===== src/rtl/fsm_pkg.sv =====
// Shared types and encodings for the multicycle RISC-V main control FSM.
// Optional I-type ALU support is enabled by defining ITYPE_EN.
package fsm_pkg;

    typedef enum logic [3:0] {
        S0 = 4'd0,  // FETCH
        S1 = 4'd1,  // DECODE
        S2 = 4'd2,  // MEMADR
        S3 = 4'd3,  // MEMRD
        S4 = 4'd4,  // MEMWB
        S5 = 4'd5,  // MEMWR
        S6 = 4'd6,  // EXEC
        S7 = 4'd7,  // RCOMP
        S8 = 4'd8,  // BRANCH
        S9 = 4'd9   // EXECI
    } stateT;

    localparam logic [6:0] OP_LW    = 7'b0000011;
    localparam logic [6:0] OP_SW    = 7'b0100011;
    localparam logic [6:0] OP_RTYPE = 7'b0110011;
    localparam logic [6:0] OP_BEQ   = 7'b1100011;
    localparam logic [6:0] OP_ITYPE = 7'b0010011;

    typedef enum logic [1:0] {
        ALUOP_ADD   = 2'b00,
        ALUOP_SUB   = 2'b01,
        ALUOP_FUNCT = 2'b10
    } aluOpT;

    typedef enum logic [1:0] {
        SRCB_REG  = 2'b00,
        SRCB_FOUR = 2'b01,
        SRCB_IMM  = 2'b10
    } aluSrcBT;

    typedef struct packed {
        logic    regWrite;
        logic    aluSrcA;
        logic    memRead;
        logic    memWrite;
        logic    memtoReg;
        logic    iorD;
        logic    irWrite;
        logic    pcWrite;
        logic    pcWriteCond;
        logic    pcSource;
        aluOpT   aluOp;
        aluSrcBT aluSrcB;
    } ctrlT;

    localparam ctrlT CTRL_NONE = '0;

endpackage


===== src/rtl/fsm_out_dec.sv =====
// Combinational decoder from FSM state to the datapath control word (Moore outputs).
// Decodes the EXECI state only when ITYPE_EN is defined.
module fsm_out_dec
    import fsm_pkg::*;
(
    input  stateT state,
    output ctrlT  ctrl
);

    always_comb begin
        // NOTE: every output gets a default before the case so no path can infer a latch.
        ctrl = CTRL_NONE;
        case (state)
            S0: begin
                ctrl.memRead = 1'b1;
                ctrl.irWrite = 1'b1;
                ctrl.pcWrite = 1'b1;
                ctrl.aluSrcB = SRCB_FOUR;
            end
            S1: ctrl.aluSrcB = SRCB_IMM;
            S2: begin
                ctrl.aluSrcA = 1'b1;
                ctrl.aluSrcB = SRCB_IMM;
            end
            S3: begin
                ctrl.memRead = 1'b1;
                ctrl.iorD    = 1'b1;
            end
            S4: begin
                ctrl.regWrite = 1'b1;
                ctrl.memtoReg = 1'b1;
            end
            S5: begin
                ctrl.memWrite = 1'b1;
                ctrl.iorD     = 1'b1;
            end
            S6: begin
                ctrl.aluSrcA = 1'b1;
                ctrl.aluOp   = ALUOP_FUNCT;
            end
            S7: ctrl.regWrite = 1'b1;
            S8: begin
                ctrl.aluSrcA     = 1'b1;
                ctrl.aluOp       = ALUOP_SUB;
                ctrl.pcWriteCond = 1'b1;
                ctrl.pcSource    = 1'b1;
            end
`ifdef ITYPE_EN
            S9: begin
                ctrl.aluSrcA = 1'b1;
                ctrl.aluOp   = ALUOP_FUNCT;
                ctrl.aluSrcB = SRCB_IMM;
            end
`else
            // Without I-type support S9 is just another unreachable code.
            S9: ctrl = CTRL_NONE;
`endif
            default: ctrl = CTRL_NONE;
        endcase
    end

endmodule


===== src/rtl/fsm.sv =====
// Main control FSM of the multicycle RISC-V datapath: state register plus next-state logic.
// Defining ITYPE_EN adds the I-type ALU path S1 -> S9 -> S7.
module fsm
    import fsm_pkg::*;
(
    input  logic       clk,
    input  logic       reset,
    input  logic [6:0] opcode,
    output logic       RegWrite,
    output logic       ALUSrcA,
    output logic       MemRead,
    output logic       MemWrite,
    output logic       MemtoReg,
    output logic       IorD,
    output logic       IRWrite,
    output logic       PCWrite,
    output logic       PCWriteCond,
    output logic       PCSource,
    output logic [1:0] ALUOp,
    output logic [1:0] ALUSrcB
);

    stateT state;
    stateT stateNext;
    ctrlT  ctrl;

    // NOTE: sequential state uses non-blocking assignment so every flop samples pre-edge values.
    always_ff @(posedge clk or negedge reset) begin
        if (!reset) state <= S0;
        else        state <= stateNext;
    end

    always_comb begin
        stateNext = S0;
        case (state)
            S0: stateNext = S1;
            S1: begin
                case (opcode)
                    OP_LW, OP_SW: stateNext = S2;
                    OP_RTYPE:     stateNext = S6;
                    OP_BEQ:       stateNext = S8;
`ifdef ITYPE_EN
                    OP_ITYPE:     stateNext = S9;
`endif
                    default:      stateNext = S0;
                endcase
            end
            S2: begin
                if (opcode == OP_LW)      stateNext = S3;
                else if (opcode == OP_SW) stateNext = S5;
                else                      stateNext = S0;
            end
            S3: stateNext = S4;
            S6: stateNext = S7;
`ifdef ITYPE_EN
            S9: stateNext = S7;
`else
            S9: stateNext = S0;
`endif
            default: stateNext = S0;  // S4, S5, S7, S8 and unreachable codes
        endcase
    end

    fsm_out_dec uDec (
        .state (state),
        .ctrl  (ctrl)
    );

    assign RegWrite    = ctrl.regWrite;
    assign ALUSrcA     = ctrl.aluSrcA;
    assign MemRead     = ctrl.memRead;
    assign MemWrite    = ctrl.memWrite;
    assign MemtoReg    = ctrl.memtoReg;
    assign IorD        = ctrl.iorD;
    assign IRWrite     = ctrl.irWrite;
    assign PCWrite     = ctrl.pcWrite;
    assign PCWriteCond = ctrl.pcWriteCond;
    assign PCSource    = ctrl.pcSource;
    assign ALUOp       = ctrl.aluOp;
    assign ALUSrcB     = ctrl.aluSrcB;

endmodule


===== config.mk =====
export PLATFORM = sky130hd
export DESIGN_NAME = fsm
export DESIGN_NICKNAME = d
export VERILOG_FILES = /design/src/rtl/fsm_pkg.sv /design/src/rtl/fsm_out_dec.sv /design/src/rtl/fsm.sv
export SDC_FILE = /design/constraint.sdc
export NUM_CORES = 1
export LEC_CHECK = 0
export CORE_AREA = 2 2 39 41
export CTS_CLUSTER_DIAMETER = 200
export CTS_CLUSTER_SIZE = 40
export DETAILED_ROUTE_END_ITERATION = 6
export DIE_AREA = 0 0 41 43
export DONT_BUFFER_PORTS = 1
export GPL_TIMING_DRIVEN = 0
export PLACE_DENSITY = 0.48
export SLEW_MARGIN = 5
export SYNTH_ARGS = -nofsm -noshare
export SYNTH_HDL_FRONTEND = slang
export SYNTH_SLANG_ARGS = --single-unit

===== constraint.sdc =====
create_clock -name clk -period 3.5 [get_ports clk]
set_input_delay 0.35 -clock clk [delete_from_list [all_inputs] [get_ports clk]]
set_output_delay 0.35 -clock clk [all_outputs]
set_load 0.005 [all_outputs]

==> results.md <==
| Step | Result | This run |
|:---|:---|:---|
| power and ir drop | Power Density | 491.0 nW/um2 |
| layout | Non-filler instance count after layout | 66 |
| critical path | Launch point of the worst path | state[0] |
| critical path | Register-to-register setup slack | 2.24 ns |
| yosys | Most common cell in the synthesized netlist | nor2_1 |
| critical path | Maximum net fanout on the critical path | 10 |
| timing | Clock Skews | 0.001295 ns |
| floorplan | Die height | 43 um |
| placed design | DP Cell Count | 62 |
| power and ir drop | Max IR drop VDD | 0.2432 mV |
| yosys | Leading post-synthesis cells by cell area | dfrtp_1 (26%), nand2b_1 (8.0%), buf_4 (7.7%) |
| layout | Share of final-layout standard cells stronger than drive strength 1 | 0.2600 |
| run | # Max-Cap Violations | 0 |
| hold path | Origin of the worst min-delay path | opcode[5] |
| critical path | Arrival time worst endpoint | 1.53 ns |
| cts | # Post-CTS Setup Buffers | 0 |
| cts | Clock root buffer master | clkbuf_4 |
| critical path | Worst reg2reg path startpoint | state[1] |
| timing | Tmin final | 1.878 ns |
| layout | Fillcell total | 152 |
| layout | # nets final | 61 |
| cts | CTS H-Tree Depth | 1 |
| detailed routing | Post-detailed-route count of antenna-violating nets | 0 |
| yosys | Number of synthesized flops with an enable pin | 0 |
| floorplan | Num rows | 14 |
| layout | Top register by number of flip-flops | state |
| cts | Clock network latency to the later pin of the worst-skew pair | 0.23 ns |
| timing | Final Cycle Share | 0.5366 |
| timing | Aggregate negative setup slack | 0 ns |
| detailed routing | TritonRoute pass-1 iters | 4 |
| floorplan | Die outline width | 41 um |
| floorplan | Starting density of the core | 0.2821 |
| yosys | Most numerous cell types in the synthesized netlist | nor2_1 (6), nand2b_1 (5), buf_4 (4), dfrtp_1 (4), buf_2 (3) |
| grt | Pin count of the biggest net entering global routing | 11 |
| cts | Clk slew on worst S/H paths | 0.04 ns |
| hold path | Type of the most critical hold path | in -> reg |
| timing | Max Clk Rate | 532.5 MHz |
| timing | Setup-violating endpoint count in the final report | 0 |
| detailed routing | Wirelength per Cell | 13.44 um |
| timing | Number of max-slew violations in the final report | 0 |
| grt | Via count of the first global-routing pass | 304 |
| yosys | Sequential element share of the synthesized area | 0.2564 |
| outcome | Result of the run | complete, no violations |
| cts | Number of sinks driven by the clock tree | 4 |
| cts | CTS resizes | 0 |
| critical path | Data required time at the worst endpoint | 3.15 ns |
| detailed routing | Violation count after the first detailed-routing iteration | 8 |
| timing | Slew HR | 0.6401 |
| detailed routing | Vias per cell | 5.333 |
| cts | Number of buffers added by the clock tree synthesis step | 3 |
| yosys | Count of different cell masters after synthesis | 23 |
| grt | Gr usage total | 0.1232 |
| yosys | Synth Cell Area | 390.4 um2 |
| timing | Setup repair after global routing missed its margin | false |
| floorplan | Number of primary I/O pins | 23 |
| grt | Number of antenna violations at the first check in global routing | 0 |
| placed design | Final Wtd Congestion | 0.6790 |
| timing | Hold Fails Final Rpt | 0 |
| yosys | Count of yosys warnings during synthesis | 0 |
| detailed routing | Count of vias placed by the detailed router | 352 |
| cts | Total of hold buffers inserted after clock tree synthesis | 1 |
| layout | Largest regs | state (4) |
| grt | First-pass GRT wire length | 1366 um |
| placed design | Number of port buffers | 0 |
| detailed routing | Drc violations | 0 |
| power and ir drop | Leakage power | 0.1831 nW |
| cts | CTS tree | built |
| yosys | Fraction of synthesized cell area taken by the top area cell type | 0.2564 |
| yosys | Cell taking the most area after synthesis | dfrtp_1 |
| timing | Worst Max-Slew Pin Slew | 0.5349 ns |
| floorplan | Die Outline Area | 1763 um2 |
| layout | Area taken by multi-input logic gates | 237.7 um2 |
| cts | Deepest clock path buffer count | 2 |
| yosys | Syn Area/Cell | 8.486 um2 |
| yosys | Synthesis-stage register bit count | 4 |
| yosys | Gate count after technology mapping | 46 |
| layout | Diode count | 0 |
| layout | Flip-flop count of the largest register after layout | 4 |
| yosys | Top FF cell, synth | dfrtp_1 |
| critical path | Sort of element at the end of the critical path | output port |
| grt | Total global routing overflow | 0 |
| critical path | Crit start category | flop |
| yosys | Asr flop ratio synth | 1.000 |
| detailed routing | Total wire length after detailed routing | 887 um |
| critical path | Crit Path Category | reg -> out |
| layout | Signed area change from the synthesized netlist to the final layout | 13.46% |
| layout | Area taken by flip-flops and latches | 100.1 um2 |
| yosys | Post-Synthesis Net Count | 55 |
| placed design | Placed wire-length estimate | 687.1 um |
| floorplan | Core Footprint | 1384 um2 |
logic make-up after synthesis:
family / count (synthesis) / synth area share
AND/OR/NAND/NOR: 23 / 0.3782
multiplexers: 1 / 0.02564
flip-flops: 4 / 0.2564
buffers and inverters: 9 / 0.1346
AO/OA/AOI/OAI: 6 / 0.1378
XOR/XNOR: 3 / 0.06732
final timing paths:
kind / endpoint / cells after the start
hold reg to reg: state[3] / 2
hold / removal: state[3] / 2
min in group asynchronous: state[2] / 1
max in group asynchronous: state[1] / 1
setup reg to reg: state[1] / 4
setup / recovery: PCWrite / 3
routing by layer:
| metal | global-route usage | wire, um | up-vias |
|---|---|---|---|
| met5 | 0 | 0 | - |
| met4 | 0.06000 | 13 | 0 |
| met3 | 0.09948 | 127 | 2 |
| met2 | 0.1469 | 341 | 23 |
| li1 | - | - | 169 |
| met1 | 0.1541 | 405 | 158 |
worst max-delay path, cell delays in order, from the launching register on:
cell and delay [ns]:
dfrtp_1 0.39, buf_2 0.19, nor4_1 0.51, buf_4 0.21
where the power goes:
part | internal (mW) | total [mW] | switching [mW]
registers | 0.0529 | 0.0578 | 0.00484
clock network | 0.0382 | 0.0550 | 0.0168
logic | 0.0477 | 0.105 | 0.0570
total | 0.139 | 0.217 | 0.0786
cell type report:
class,instances,share of cell area
Buffer,7,0.1017
Clock buffer,3,0.05085
Inverter,2,0.01695
Multi-Input combinational cell,33,0.5367
Sequential cell,4,0.2260
Tap cell,16,0.04520
Timing Repair Buffer,1,0.02260
cell usage in the layout, fill, tap and decap left out, types with 2 or more instances in the layout:
| cell | instances |
|---|---|
| buf_2 | 3 |
| buf_4 | 4 |
| clkbuf_4 | 3 |
| dfrtp_1 | 4 |
| inv_1 | 2 |
| nand2_1 | 2 |
| nand2b_1 | 5 |
| nor2_1 | 6 |
| nor3_1 | 2 |
| nor4_1 | 2 |
| nor4b_1 | 2 |
| xnor2_1 | 2 |
through the flow:
step	hold slack (ns)	worst slack (ns)	util	area [um2]	total power, mW
finish	0.2392	1.622	0.3201	442.9	0.2175
global route	0.2315	1.365	0.3201	442.9	0.2433
CTS	0.2339	1.604	0.3201	442.9	0.2218
floorplan	0.05441	1.945	-	390.4	0.1457
detailed placement	0.05449	1.855	0.2966	410.4	0.1628
global placement	0.05449	1.851	0.2966	410.4	0.1630
(Power assumes the default switching activity.)
